File: src/rtl/gol_matrix_scan.sv
// Double-buffered 8x8 LED matrix scanner for Game of Life generations; rows dwell CLK_DIV cycles.
// Capture lands one edge after grid_valid and shows at the next frame boundary; no backpressure, the newest pending generation wins.
module gol_matrix_scan #(
   parameter int CLK_DIV        = 1000,
   parameter bit ROW_ACTIVE_LOW = 1'b1
) (
   input  logic        clk,
   input  logic        reset,
   input  logic [63:0] grid_in,
   input  logic        grid_valid,
   output logic [7:0]  row_sel,
   output logic [7:0]  col_data,
   output logic        frame_done,
   output logic [6:0]  alive_count,
   output logic        overrun
);

   localparam logic [15:0] DIV_LAST = 16'(CLK_DIV - 1);
   localparam logic [7:0]  ROW_MASK = ROW_ACTIVE_LOW ? 8'hFF : 8'h00;

   logic [15:0] div_cnt;
   logic [2:0]  row_idx;
   logic [63:0] disp_buf;
   logic [63:0] pend_buf;
   logic        pend_full;

   logic        row_end;
   logic        swap;
   logic [2:0]  next_row;
   logic [63:0] next_disp;
   logic [6:0]  next_alive;

   always_comb begin
      row_end  = (div_cnt == DIV_LAST);
      swap     = row_end && (row_idx == 3'd7);
      next_row = row_end ? row_idx + 3'd1 : row_idx;

      // A generation arriving in the swap cycle bypasses the pending buffer.
      next_disp = disp_buf;
      if (swap) begin
         if (grid_valid) begin
            next_disp = grid_in;
         end else if (pend_full) begin
            next_disp = pend_buf;
         end
      end

      next_alive = '0;
      for (int i = 0; i < 64; i++) begin
         next_alive = next_alive + 7'(next_disp[i]);
      end
   end

   always_ff @(posedge clk or negedge reset) begin
      if (!reset) begin
         div_cnt     <= '0;
         row_idx     <= '0;
         disp_buf    <= '0;
         pend_buf    <= '0;
         pend_full   <= 1'b0;
         overrun     <= 1'b0;
         alive_count <= '0;
         frame_done  <= 1'b0;
         col_data    <= 8'h00;
         row_sel     <= ROW_MASK ^ 8'h01;
      end else begin
         div_cnt    <= row_end ? 16'd0 : div_cnt + 16'd1;
         row_idx    <= next_row;
         disp_buf   <= next_disp;
         frame_done <= swap;
         col_data   <= next_disp[{next_row, 3'b000} +: 8];
         row_sel    <= ROW_MASK ^ (8'h01 << next_row);

         if (swap) begin
            pend_full   <= 1'b0;
            alive_count <= next_alive;
         end else if (grid_valid) begin
            pend_buf  <= grid_in;
            pend_full <= 1'b1;
            if (pend_full) begin
               overrun <= 1'b1;
            end
         end
      end
   end

endmodule

File: config.mk
export PLATFORM = sky130hd
export DESIGN_NAME = gol_matrix_scan
export DESIGN_NICKNAME = d
export VERILOG_FILES = /design/src/rtl/gol_matrix_scan.sv
export SDC_FILE = /design/constraint.sdc
export NUM_CORES = 1
export LEC_CHECK = 0
export CAP_MARGIN = 20
export CORE_MARGIN = 5
export CORE_UTILIZATION = 55
export DETAILED_ROUTE_END_ITERATION = 10
export PLACE_DENSITY = 0.77
export REMOVE_ABC_BUFFERS = 1
export SYNTH_ARGS = -nofsm -noshare
export SYNTH_HDL_FRONTEND = slang
export SYNTH_SLANG_ARGS = --single-unit
File: constraint.sdc
create_clock -name clk -period 11.8 [get_ports clk]
set_input_delay 1.77 -clock clk [delete_from_list [all_inputs] [get_ports clk]]
set_output_delay 1.77 -clock clk [all_outputs]
set_load 0.02 [all_outputs]
Yosys cells after proc, flatten, opt, wreduce, memory -nomap -nowiden:

Cells that the tools add are included.

* register bits after elaboration: 173

* equality and inequality tests: 2
* add/subtract/negate cells: 65
* shift operators: 2
* mux-type cells: 7
* reductions and logical operators: 4
* bitwise logic cells: 2

Operators with widths (number)
* $add 7x1->7: 57
* $mux 64: 3
* $shiftx 64x7->8: 1
* $add 16x1->16 const B: 1
* $eq 16x10->1 const B: 1
* $mux 16: 1
* $not 8->8: 1
* $shl 1x3->8 const A: 1
* $add 6x1->7: 1
* $add 5x1->6: 1
* $add 4x1->5: 1
* $add 3x1->4: 1
* $add 2x1->3: 1
* $add 3x1->3 const B: 1
* $eq 3x3->1 const B: 1
* $mux 3: 1
* $reduce_and 3->1: 1
* $add 1x1->2: 1
* $mux 1: 2
* $reduce_and 2->1: 1
* $reduce_bool 2->1: 1
* $logic_and 1x1->1: 1
* $not 1->1: 1

Logic depth before layout (Yosys ltp):

Gate-level depths: netlist (run 1).

* depth after elaboration: 66
* mapped depth: 29

Worst setup path before layout (run 1):

No wires, ideal clock.

* path type: input port to flip-flop
* start: input grid_valid
* end: register alive_count[5]
* path slack: 3641 ps
* library setup time: 123 ps
* data arrival time: 8036 ps
* stages: 25
* buffers on the path: 2
* path through: nor2_1 clkbuf_1 clkbuf_1 a32oi_1 and3_1 fa_1 inv_1 fa_1 fa_1 inv_1 fa_1 inv_1 fa_1 fa_1 fa_1 inv_1 fa_1 inv_1 ha_1 a21o_1 a21oi_1 o21bai_1 a21oi_1 xnor2_1 o21ai_1

* cells in the longest elaborated chain, start to end: 65

Ends and longest elaborated chain
* start: declaration: RTL line 10 `input logic grid_valid,`
* $mux 64 *: RTL line 41 `if (grid_valid) begin`
* $mux 64 *: RTL line 40 `if (swap) begin`
* $add 1x1->2: RTL line 50 `next_alive = next_alive + 7'(next_disp[i]);`
* $add 2x1->3: RTL line 50
* $add 3x1->4: RTL line 50
* $add 4x1->5: RTL line 50
* $add 5x1->6: RTL line 50
* $add 6x1->7: RTL line 50
* $add 7x1->7 (56 in series): RTL line 50
* $add 7x1->7 *: RTL line 50
* end signal: assignment: RTL line 76 `alive_count <= next_alive;`
* end: declaration: RTL line 14 `output logic [6:0] alive_count,`

Every way passes the cells marked *; elsewhere a longest branch is shown, timed or not.
A chain may end at the register's enable or synchronous reset.

Worst setup path in the final report (run 1):

* start: input grid_valid
* end: register alive_count[5]

* elaborated cells between the ends (all ways): 65
* those cells by class: 63 x add/sub; 2 x mux

RTL lines
* $mux 64: RTL line 41
* $mux 64: RTL line 40
* named net next_disp[61]: RTL line 30 `logic [63:0] next_disp;`
* $add 7x1->7 (3 in series): RTL line 50

The timed path passes the listed nets, and every way through them passes these cells.

==> impl_metrics.yaml, run 1 <==
status:
  status: "finished, final reports clean"
clock_network:
  cts_tree: "built"
  root_buffer: "clkbuf_16"
  cts_made_buffers: 17
  cts-hold-fix-buffers: 0
  clkTransAtPathRegs_ps: 70
  clkLatencyLatePin_ps: 440
  cts.sinks: 173
  cts.repair.resized: 0
  h-tree-depth: 4
  cts_setup_buffers: 0
  cts_max_path_buffers: 2
sta:
  setup_viol: 0
  hold_viol: 0
  rsz0062_at_grt: "false"
  worst_clock_skew_ps: 8.69
  slew_viol_final: 0
  fin_setup_tns_ps: 0
  min_period_ps: 8540
  post-route-period-util: 0.723
  fmax_mhz: 117
  worstMarginPinSlew_ps: 1090
  maxSlewHeadroom: 0.270
floorplan:
  start_util: 0.563
  io_pins: 92
  core_sq_mm: 0.0174
  chipHeight_microns: 143
  fp.dieArea_sq_mm: 0.0205
  rows: 48
  die_w_microns: 143
global_routing:
  grt_pass1_vias: 7533
  antenna_found_initial: 0
  grt_usage: 0.256
  grt_overflow_total: 0
  grt_pass1_wl_microns: 40700
  grt_max_degree: 104
critical_path:
  cpMaxStageDelayCell: "nor2b_4"
  max_stage_delay_ps: 750
  cpMostUsedCell: "fa_1"
  path_buf_inv: 8
  crit_path_end_kind: "register"
  critPathLaunchType: "input pin"
  worstPathArrival_ps: 8850
  cp_top_family: "adder cells"
  crit_path_max_fanout: 33
  reg2reg_slack_ps: 3800
  worstReg2RegStart: "row_idx[0]$_DFF_PN0_"
  required_ps: 12110
  crit_type: "input pin to register"
  crit_start: "grid_valid"
drt:
  wire_per_inst_microns: 20.9
  drc_errors: 0
  via_per_inst: 6.13
  ant_nets: 0
  drt_pass1_iterations: 6
  initialDrtViolationCount: 685
  wl_microns: 25100
  vias: 7362
final_layout:
  fin_nets: 1102
  area_delta_synth_final_pct: 16.9
  antenna_cells: 0
  drive_gt1_frac: 0.105
  post-route-util: 0.658
  final_area_sq_mm: 0.0114
  stdcell_count: 1201
synthesis:
  synth_edf_count: 0
  yosys.area.top_type: "dfrtp_1"
  netlist.area_leader.share: 0.425
  synth_warnings: 0
  yosysUniqueCellTypes: 53
  ys_async_sr_fraction: 1.00
  synth_ff_type: "dfrtp_1"
  synth_area_sq_mm: 0.00977
  ys_ff_latch: 173
  postSynthCellCount: 896
  synth.top_cells.by_count: "dfrtp_1, inv_1, nand2_1"
  synth_area_per_cell_sq_um: 10.9
  seq_area_frac_synth: 0.444
  synth.most_common_cell: "dfrtp_1"
  synthTopCellsByArea: "dfrtp_1, fa_1, a32oi_1, mux2_2, nand3_1"
min_path:
  holdCritStartpoint: "pend_buf[25]$_DFFE_PN0P_"
  hold_class: "register to register"
pwr:
  p_leak_nw: 5.03
  power_mw: 1.31
  vdd_drop_max_mv: 0.126
  power.density_mw_per_mm2: 115
placed_design:
  port_buffers: 91
  place_hpwl_microns: 16900
  place_area_sq_mm: 0.0108
  dp_cells: 1169
  gp_congestion: 0.851
job:
  max-cap-violations: 0
==> cell families (layout without fill, tap and decap cells) <==
group	count (synthesis)	in the layout	share of synthesized area
adders and majority gates	72	72	0.134
buffers and inverters	147	227	0.0622
muxes	93	93	0.103
xor gates and xnor gates	19	19	0.0178
AOI/OAI and AO/OA	143	143	0.109
and+or+nand+nor	249	249	0.130
DFF	173	173	0.444
==> worst register-to-register path: stages (launching register included) <==
cell	delay, ps
dfrtp_1	580
ha_1	220
ha_1	170
nor4b_1	260
nand4_1	180
inv_2	70
buf_4	520
mux2i_1	290
nand2_1	150
fa_1	570
inv_1	70
fa_1	380
inv_1	80
fa_1	440
fa_1	530
fa_1	520
fa_1	530
fa_1	550
inv_1	50
fa_1	520
inv_1	60
ha_1	280
a21o_1	170
a21oi_1	210
o21bai_1	80
a21oi_1	180
xnor2_1	140
o21ai_1	70
==> final timing paths <==
path	end	depth (start not counted)
min in group asynchronous	frame_done$_DFF_PN0_	1
max	alive_count[5]$_DFFE_PN0N_	26
max reg2reg	alive_count[5]$_DFFE_PN0N_	27
min reg2reg	pend_buf[25]$_DFFE_PN0P_	1
min	pend_buf[25]$_DFFE_PN0P_	1
max in group asynchronous	row_idx[0]$_DFF_PN0_	2
==> stage by stage <==
stage / hold slack, ps / setup WS, ps
after floorplan: 452 / 2240
after global placement: 458 / 2930
after detailed placement: 470 / 2830
after CTS: 486 / 3290
after global routing: 500 / 2930
final: 480 / 3260
==> cells in the final DEF, fill, tap and decap left out, drive strengths merged, types with 2 or more instances in the layout <==
cell           count
or4                2
nor4               2
o21bai             2
a21oi             20
ha                18
nand2b            16
dfstp              7
a32oi             56
a22oi             10
nand2             87
buf               12
clkbuf            18
fa                54
nand3             76
o21ai             14
and2              24
a221oi             5
clkinv             4
and4               2
clkinvlp           2
inv               99
nand3b             3
bufinv             3
mux2i             29
o22ai              8
a222oi             7
a21o               2
clkdlybuf4s50     89
dfrtp            166
a31oi             16
nand4              5
mux2              64
nor2              13
xor2               6
and3              10
xnor2             13
nor4b              2
nor3               2
==> where the power goes <==
part / internal (mW) / switching (mW)
Combinational: 0.0425 / 0.0399
Sequential: 0.615 / 0.0124
Clock: 0.343 / 0.256
==> layout make-up <==
| class | instances | area (sq um) |
|---|---|---|
| Sequential cell | 173 | 4340 |
| Clock inverter | 14 | 181 |
| Fill cell | 1316 | 5940 |
| Multi-Input combinational cell | 576 | 4840 |
| Timing Repair Buffer | 101 | 982 |
| Tap cell | 225 | 282 |
| Clock buffer | 18 | 439 |
| Inverter | 94 | 353 |
==> per-layer routing <==
layer / GRT usage / wire length (microns) / up-vias
met5: 0 / 0 / -
met4: 0.0758 / 470 / 0
met3: 0.0436 / 1890 / 42
met2: 0.420 / 12200 / 349
met1: 0.355 / 10500 / 3687
li1: - / - / 3284
==> sequential cells by signal, indices dropped and copies added (netlist names) <==
register,count
pend_full,1
row_idx,3
frame_done,1
disp_buf,64
pend_buf,64
row_sel,8
overrun,1
div_cnt,16
alive_count,7
col_data,8
No activity file was read; power rests on OpenSTA's default activity.
==> run 2, diff against run 1 <==
clock period = 8.85 ns   (was 11.8 ns; I/O delays follow)
==> impl_metrics.yaml, run 2 (synthesis gave the netlist of run 1 again) <==
clock_network:
  clkTransAtPathRegs_ps: 70
  h-tree-depth: 4
  cts_tree: "built"
  cts_max_path_buffers: 2
  cts_made_buffers: 17
  cts-hold-fix-buffers: 0
  clkLatencyLatePin_ps: 430
  root_buffer: "clkbuf_16"
  cts.sinks: 173
  cts.repair.resized: 0
  cts_setup_buffers: 0
sta:
  worstMarginPinSlew_ps: 1090
  hold_viol: 0
  rsz0062_at_grt: "false"
  fmax_mhz: 124
  setup_viol: 0
  post-route-period-util: 0.912
  finalHoldWorstSlack_ps: 470
  min_period_ps: 8070
  maxSlewHeadroom: 0.269
  worst_clock_skew_ps: 9.80
  worst_slack_ps: 782
  slew_viol_final: 0
global_routing:
  grt_pass1_vias: 7660
  grt_max_degree: 102
  grt_usage: 0.258
  antenna_found_initial: 0
  grt_pass1_wl_microns: 40900
  grt_overflow_total: 0
pwr:
  vdd_drop_max_mv: 0.136
  p_leak_nw: 5.08
  power.density_mw_per_mm2: 154
  power_mw: 1.77
final_layout:
  fin_nets: 1109
  mostFrequentLayoutCell: "dfrtp_1"
  reg_top3: "disp_buf x64, pend_buf x64, div_cnt x16"
  final_area_sq_mm: 0.0115
  area_delta_synth_final_pct: 17.9
  mostFrequentLayoutCells: "dfrtp_1, inv_1, clkdlybuf4s50_1"
  n_fill_cell: 1326
  ff_latch_area_sq_mm: 0.00434
  multi_input_area_sq_mm: 0.00484
  antenna_cells: 0
  post-route-util: 0.664
  drive_gt1_frac: 0.109
min_path:
  hold_class: "register to register"
  hold_depth: 2
critical_path:
  critPathLaunchType: "register"
  max_stage_delay_ps: 580
  crit_type: "register to register"
  worst-path-stages: 27
  worstPathArrival_ps: 8380
  crit_end: "alive_count[6]$_DFFE_PN0N_"
  crit_path_max_fanout: 28
  r2r-end: "alive_count[6]$_DFFE_PN0N_"
  required_ps: 9170
  cpMostUsedCell: "fa_1"
  crit_path_end_kind: "register"
  cp_top_family: "adder cells"
  r2r_cells: 27
  crit_start: "row_idx[0]$_DFF_PN0_"
  cpMaxStageDelayCell: "dfrtp_1"
  reg2reg_slack_ps: 780
  path_buf_inv: 5
  worstReg2RegStart: "row_idx[0]$_DFF_PN0_"
floorplan:
  start_util: 0.563
  die_w_microns: 143
  chipHeight_microns: 143
  rows: 48
  fp.dieArea_sq_mm: 0.0205
  core_sq_mm: 0.0174
  io_pins: 92
job:
  max-cap-violations: 0
drt:
  drc_errors: 0
  ant_nets: 0
  initialDrtViolationCount: 868
  wl_microns: 25200
  via_per_inst: 6.10
  vias: 7368
  drt_pass1_iterations: 8
  wire_per_inst_microns: 20.9
placed_design:
  dp_slack_ps: 779
  port_buffers: 91
  place_area_sq_mm: 0.0109
  place_hpwl_microns: 17100
  gp_congestion: 0.868
status:
  status: "finished, final reports clean"
## run 2: per-stage QoR
step / cells / TNS (ps)
3_5_place_dp: 1176 / 0
6_report: 1208 / 0
3_3_place_gp: 1176 / 0
2_1_floorplan: 843 / -715
4_1_cts: 1208 / 0
5_1_grt: 1208 / 0
## run 2: area by class of cell
cell class	count	area share
Clock buffer	21	0.0400
Clock inverter	11	0.0164
Inverter	94	0.0306
Multi-Input combinational cell	576	0.420
Sequential cell	173	0.376
Tap cell	225	0.0244
Timing Repair Buffer	108	0.0920
## run 2: worst min-delay path: stages (launching register included)
cell     delay (ps)
dfrtp_1         340
nand2_1          50
nand2_1          50
## run 2: worst min path at each step
stage / from / to
finish: alive_count[1]$_DFFE_PN0N_ / alive_count[1]$_DFFE_PN0N_
floorplan: div_cnt[15]$_DFF_PN0_ / div_cnt[15]$_DFF_PN0_
detailed placement: alive_count[1]$_DFFE_PN0N_ / alive_count[1]$_DFFE_PN0N_
global placement: alive_count[0]$_DFFE_PN0N_ / alive_count[0]$_DFFE_PN0N_
CTS: alive_count[1]$_DFFE_PN0N_ / alive_count[1]$_DFFE_PN0N_
global route: pend_buf[28]$_DFFE_PN0P_ / pend_buf[28]$_DFFE_PN0P_
## run 2: power by group
group / internal, mW / total (mW) / switching (mW) / leakage [nW]
logic: 0.0577 / 0.110 / 0.0526 / 2.78
clock network: 0.515 / 0.826 / 0.311 / 0.313
registers: 0.820 / 0.837 / 0.0165 / 1.99
total: 1.39 / 1.77 / 0.380 / 5.08
## run 2: routing by layer
metal  vias up  track usage  part of all wire  wire [microns]
li1       3303            -                 -               -
met1      3711        0.359              0.42           10500
met2       312        0.416              0.48           12200
met3        42       0.0519             0.080            2030
met4         0       0.0778             0.018             449
met5         -            0                 0               0
==> run 3, diff against run 2 <==
ABC_AREA = 1   (was not set)
PLACE_DENSITY = 0.76   (was 0.77)
==> impl_metrics.yaml, run 3 <==
sta:
  worst_clock_skew_ps: 10.3
  hold_viol: 0
  slew_viol_final: 0
  min_period_ps: 7670
  setup_viol: 0
  worst_slack_ps: 1180
  worstMarginPinSlew_ps: 1090
  fmax_mhz: 130
  post-route-period-util: 0.866
  finalHoldWorstSlack_ps: 458
  maxSlewHeadroom: 0.273
  fin_setup_tns_ps: 0
  rsz0062_at_grt: "false"
critical_path:
  cpMostUsedCell: "fa_1"
  critPathLaunchType: "input pin"
  reg2reg_slack_ps: 1400
  crit_path_end_kind: "register"
  worstReg2RegStart: "div_cnt[0]$_DFF_PN0_"
  worstPathArrival_ps: 7990
  r2r-end: "alive_count[6]$_DFFE_PN0N_"
  crit_end: "alive_count[6]$_DFFE_PN0N_"
  cpMaxStageDelayCell: "inv_2"
  crit_type: "input pin to register"
  required_ps: 9170
  r2r_cells: 25
  crit_path_max_fanout: 51
  max_stage_delay_ps: 660
  crit_start: "grid_valid"
  worstPathCellList: "buf_2 -> inv_2 -> nand3_1 -> o21ai_0 -> nand3_1 -> nand2_1 -> inv_1 -> fa_1 -> inv_1 -> fa_1 -> fa_1 -> inv_1 -> fa_1 -> fa_1 -> fa_1 -> fa_1 -> inv_1 -> fa_1 -> inv_1 -> fa_1 -> a31oi_1 -> nor2_1 -> o21ai_0 -> a2bb2oi_1"
synthesis:
  synthTopCellsByArea: "dfrtp_1, nand2_1, fa_1, inv_1, nand3_1"
  ys_async_sr_fraction: 1.00
  yosys.area_share.simple: 0.264
  synth_compound_area_frac: 0.0536
  synth_warnings: 0
  synth_mux_area_frac: 0.0407
  synth_edf_count: 0
  synth.top_cells.by_count: "nand2_1, inv_1, dfrtp_1"
  synth_top_family_by_area: "simple AND/OR/NAND/NOR gates"
  synth.most_common_cell: "nand2_1"
  yosysUniqueCellTypes: 35
  yosys.area_share.xor_xnor: 0.00488
  yosys.area.top_type: "dfrtp_1"
  netlist.area_leader.share: 0.385
  postSynthCellCount: 1396
  yosys.area_share.adder: 0.121
  synth_ff_type: "dfrtp_1"
  synth_area_sq_mm: 0.0108
  ys_ff_latch: 173
  synth_area_per_cell_sq_um: 7.72
  seq_area_frac_synth: 0.402
final_layout:
  post-route-util: 0.642
  reg_top3: "disp_buf x64, pend_buf x64, div_cnt x16"
  area_delta_synth_final_pct: 15.5
  mostFrequentLayoutCell: "nand2_1"
  drive_gt1_frac: 0.0782
  mostFrequentLayoutCells: "nand2_1, inv_1, dfrtp_1"
  fin_nets: 1597
  n_fill_cell: 1694
  antenna_cells: 0
  stdcell_count: 1736
clock_network:
  cts_made_buffers: 17
  cts.repair.resized: 0
  cts.sinks: 173
  cts_max_path_buffers: 2
  clkTransAtPathRegs_ps: 70
  cts_setup_buffers: 0
  root_buffer: "clkbuf_16"
  h-tree-depth: 4
  cts_tree: "built"
  clkLatencyLatePin_ps: 440
  cts-hold-fix-buffers: 0
drt:
  initialDrtViolationCount: 658
  drt_pass1_iterations: 6
  via_per_inst: 5.20
  drc_errors: 0
  wl_microns: 27100
  ant_nets: 0
  vias: 9033
  wire_per_inst_microns: 15.6
pwr:
  power.density_mw_per_mm2: 139
  vdd_drop_max_mv: 0.119
  p_leak_nw: 6.72
placed_design:
  port_buffers: 91
  dp_cells: 1703
  place_hpwl_microns: 18000
  dp_slack_ps: 759
  gp_congestion: 0.892
floorplan:
  die_w_microns: 150
  chipHeight_microns: 150
  rows: 51
  core_sq_mm: 0.0194
  start_util: 0.556
  io_pins: 92
  fp.dieArea_sq_mm: 0.0225
global_routing:
  grt_usage: 0.251
  grt_pass1_vias: 8744
  grt_max_degree: 95
  grt_overflow_total: 0
  grt_pass1_wl_microns: 44200
  antenna_found_initial: 0
job:
  max-cap-violations: 0
status:
  status: "finished, final reports clean"
min_path:
  hold_class: "register to register"
-- run 3: critical path: cells and delay by family --
family,cells,cell delay (ps)
compound gates,4,620
fa+ha+maj,9,4490
simple gates,4,460
buf+inv,7,1080
-- run 3: cell families (layout without fill, tap and decap cells) --
kind of cell | Yosys count | in the layout
mux | 39 | 39
buf+inv | 308 | 383
flops | 173 | 173
simple gates | 685 | 685
xor+xnor | 6 | 6
fa+ha+maj | 72 | 72
compound gates | 113 | 113
-- run 3: metal layers --
layer	share of wire	global-route usage
met1	0.43	0.340
met2	0.48	0.411
met4	0.020	0.0759
met3	0.072	0.0509
met5	0	0
-- run 3: stage by stage --
step	area, sq um	total power, mW
after floorplan	10500	0.913
after global placement	11800	0.979
after detailed placement	11800	0.984
after CTS	12400	1.74
after global routing	12500	1.79
final	12500	1.73
-- run 3: final cells by class --
cell class	count	area (sq um)	area share
multi-input combinational	915	5230	0.420
sequential	173	4340	0.348
timing repair buffer	106	1040	0.0835
inverter	245	920	0.0738
clock buffer	20	457	0.0367
tap	265	332	0.0266
clock inverter	12	136	0.0110
-- run 3: how the worst min path moves through the flow --
stage,startpoint,endpoint,depth (start not counted)
final,div_cnt[0]$_DFF_PN0_,div_cnt[0]$_DFF_PN0_,1
after global routing,div_cnt[0]$_DFF_PN0_,div_cnt[0]$_DFF_PN0_,1
after CTS,div_cnt[0]$_DFF_PN0_,div_cnt[0]$_DFF_PN0_,1
after detailed placement,div_cnt[0]$_DFF_PN0_,div_cnt[0]$_DFF_PN0_,1
after global placement,div_cnt[0]$_DFF_PN0_,div_cnt[0]$_DFF_PN0_,1
after floorplan,div_cnt[0]$_DFF_PN0_,div_cnt[0]$_DFF_PN0_,1
-- run 3: report_power, final --
part | internal (mW) | switching (mW)
Sequential | 0.819 | 0.0141
Clock | 0.433 | 0.330
Combinational | 0.0668 | 0.0701
Total | 1.32 | 0.414
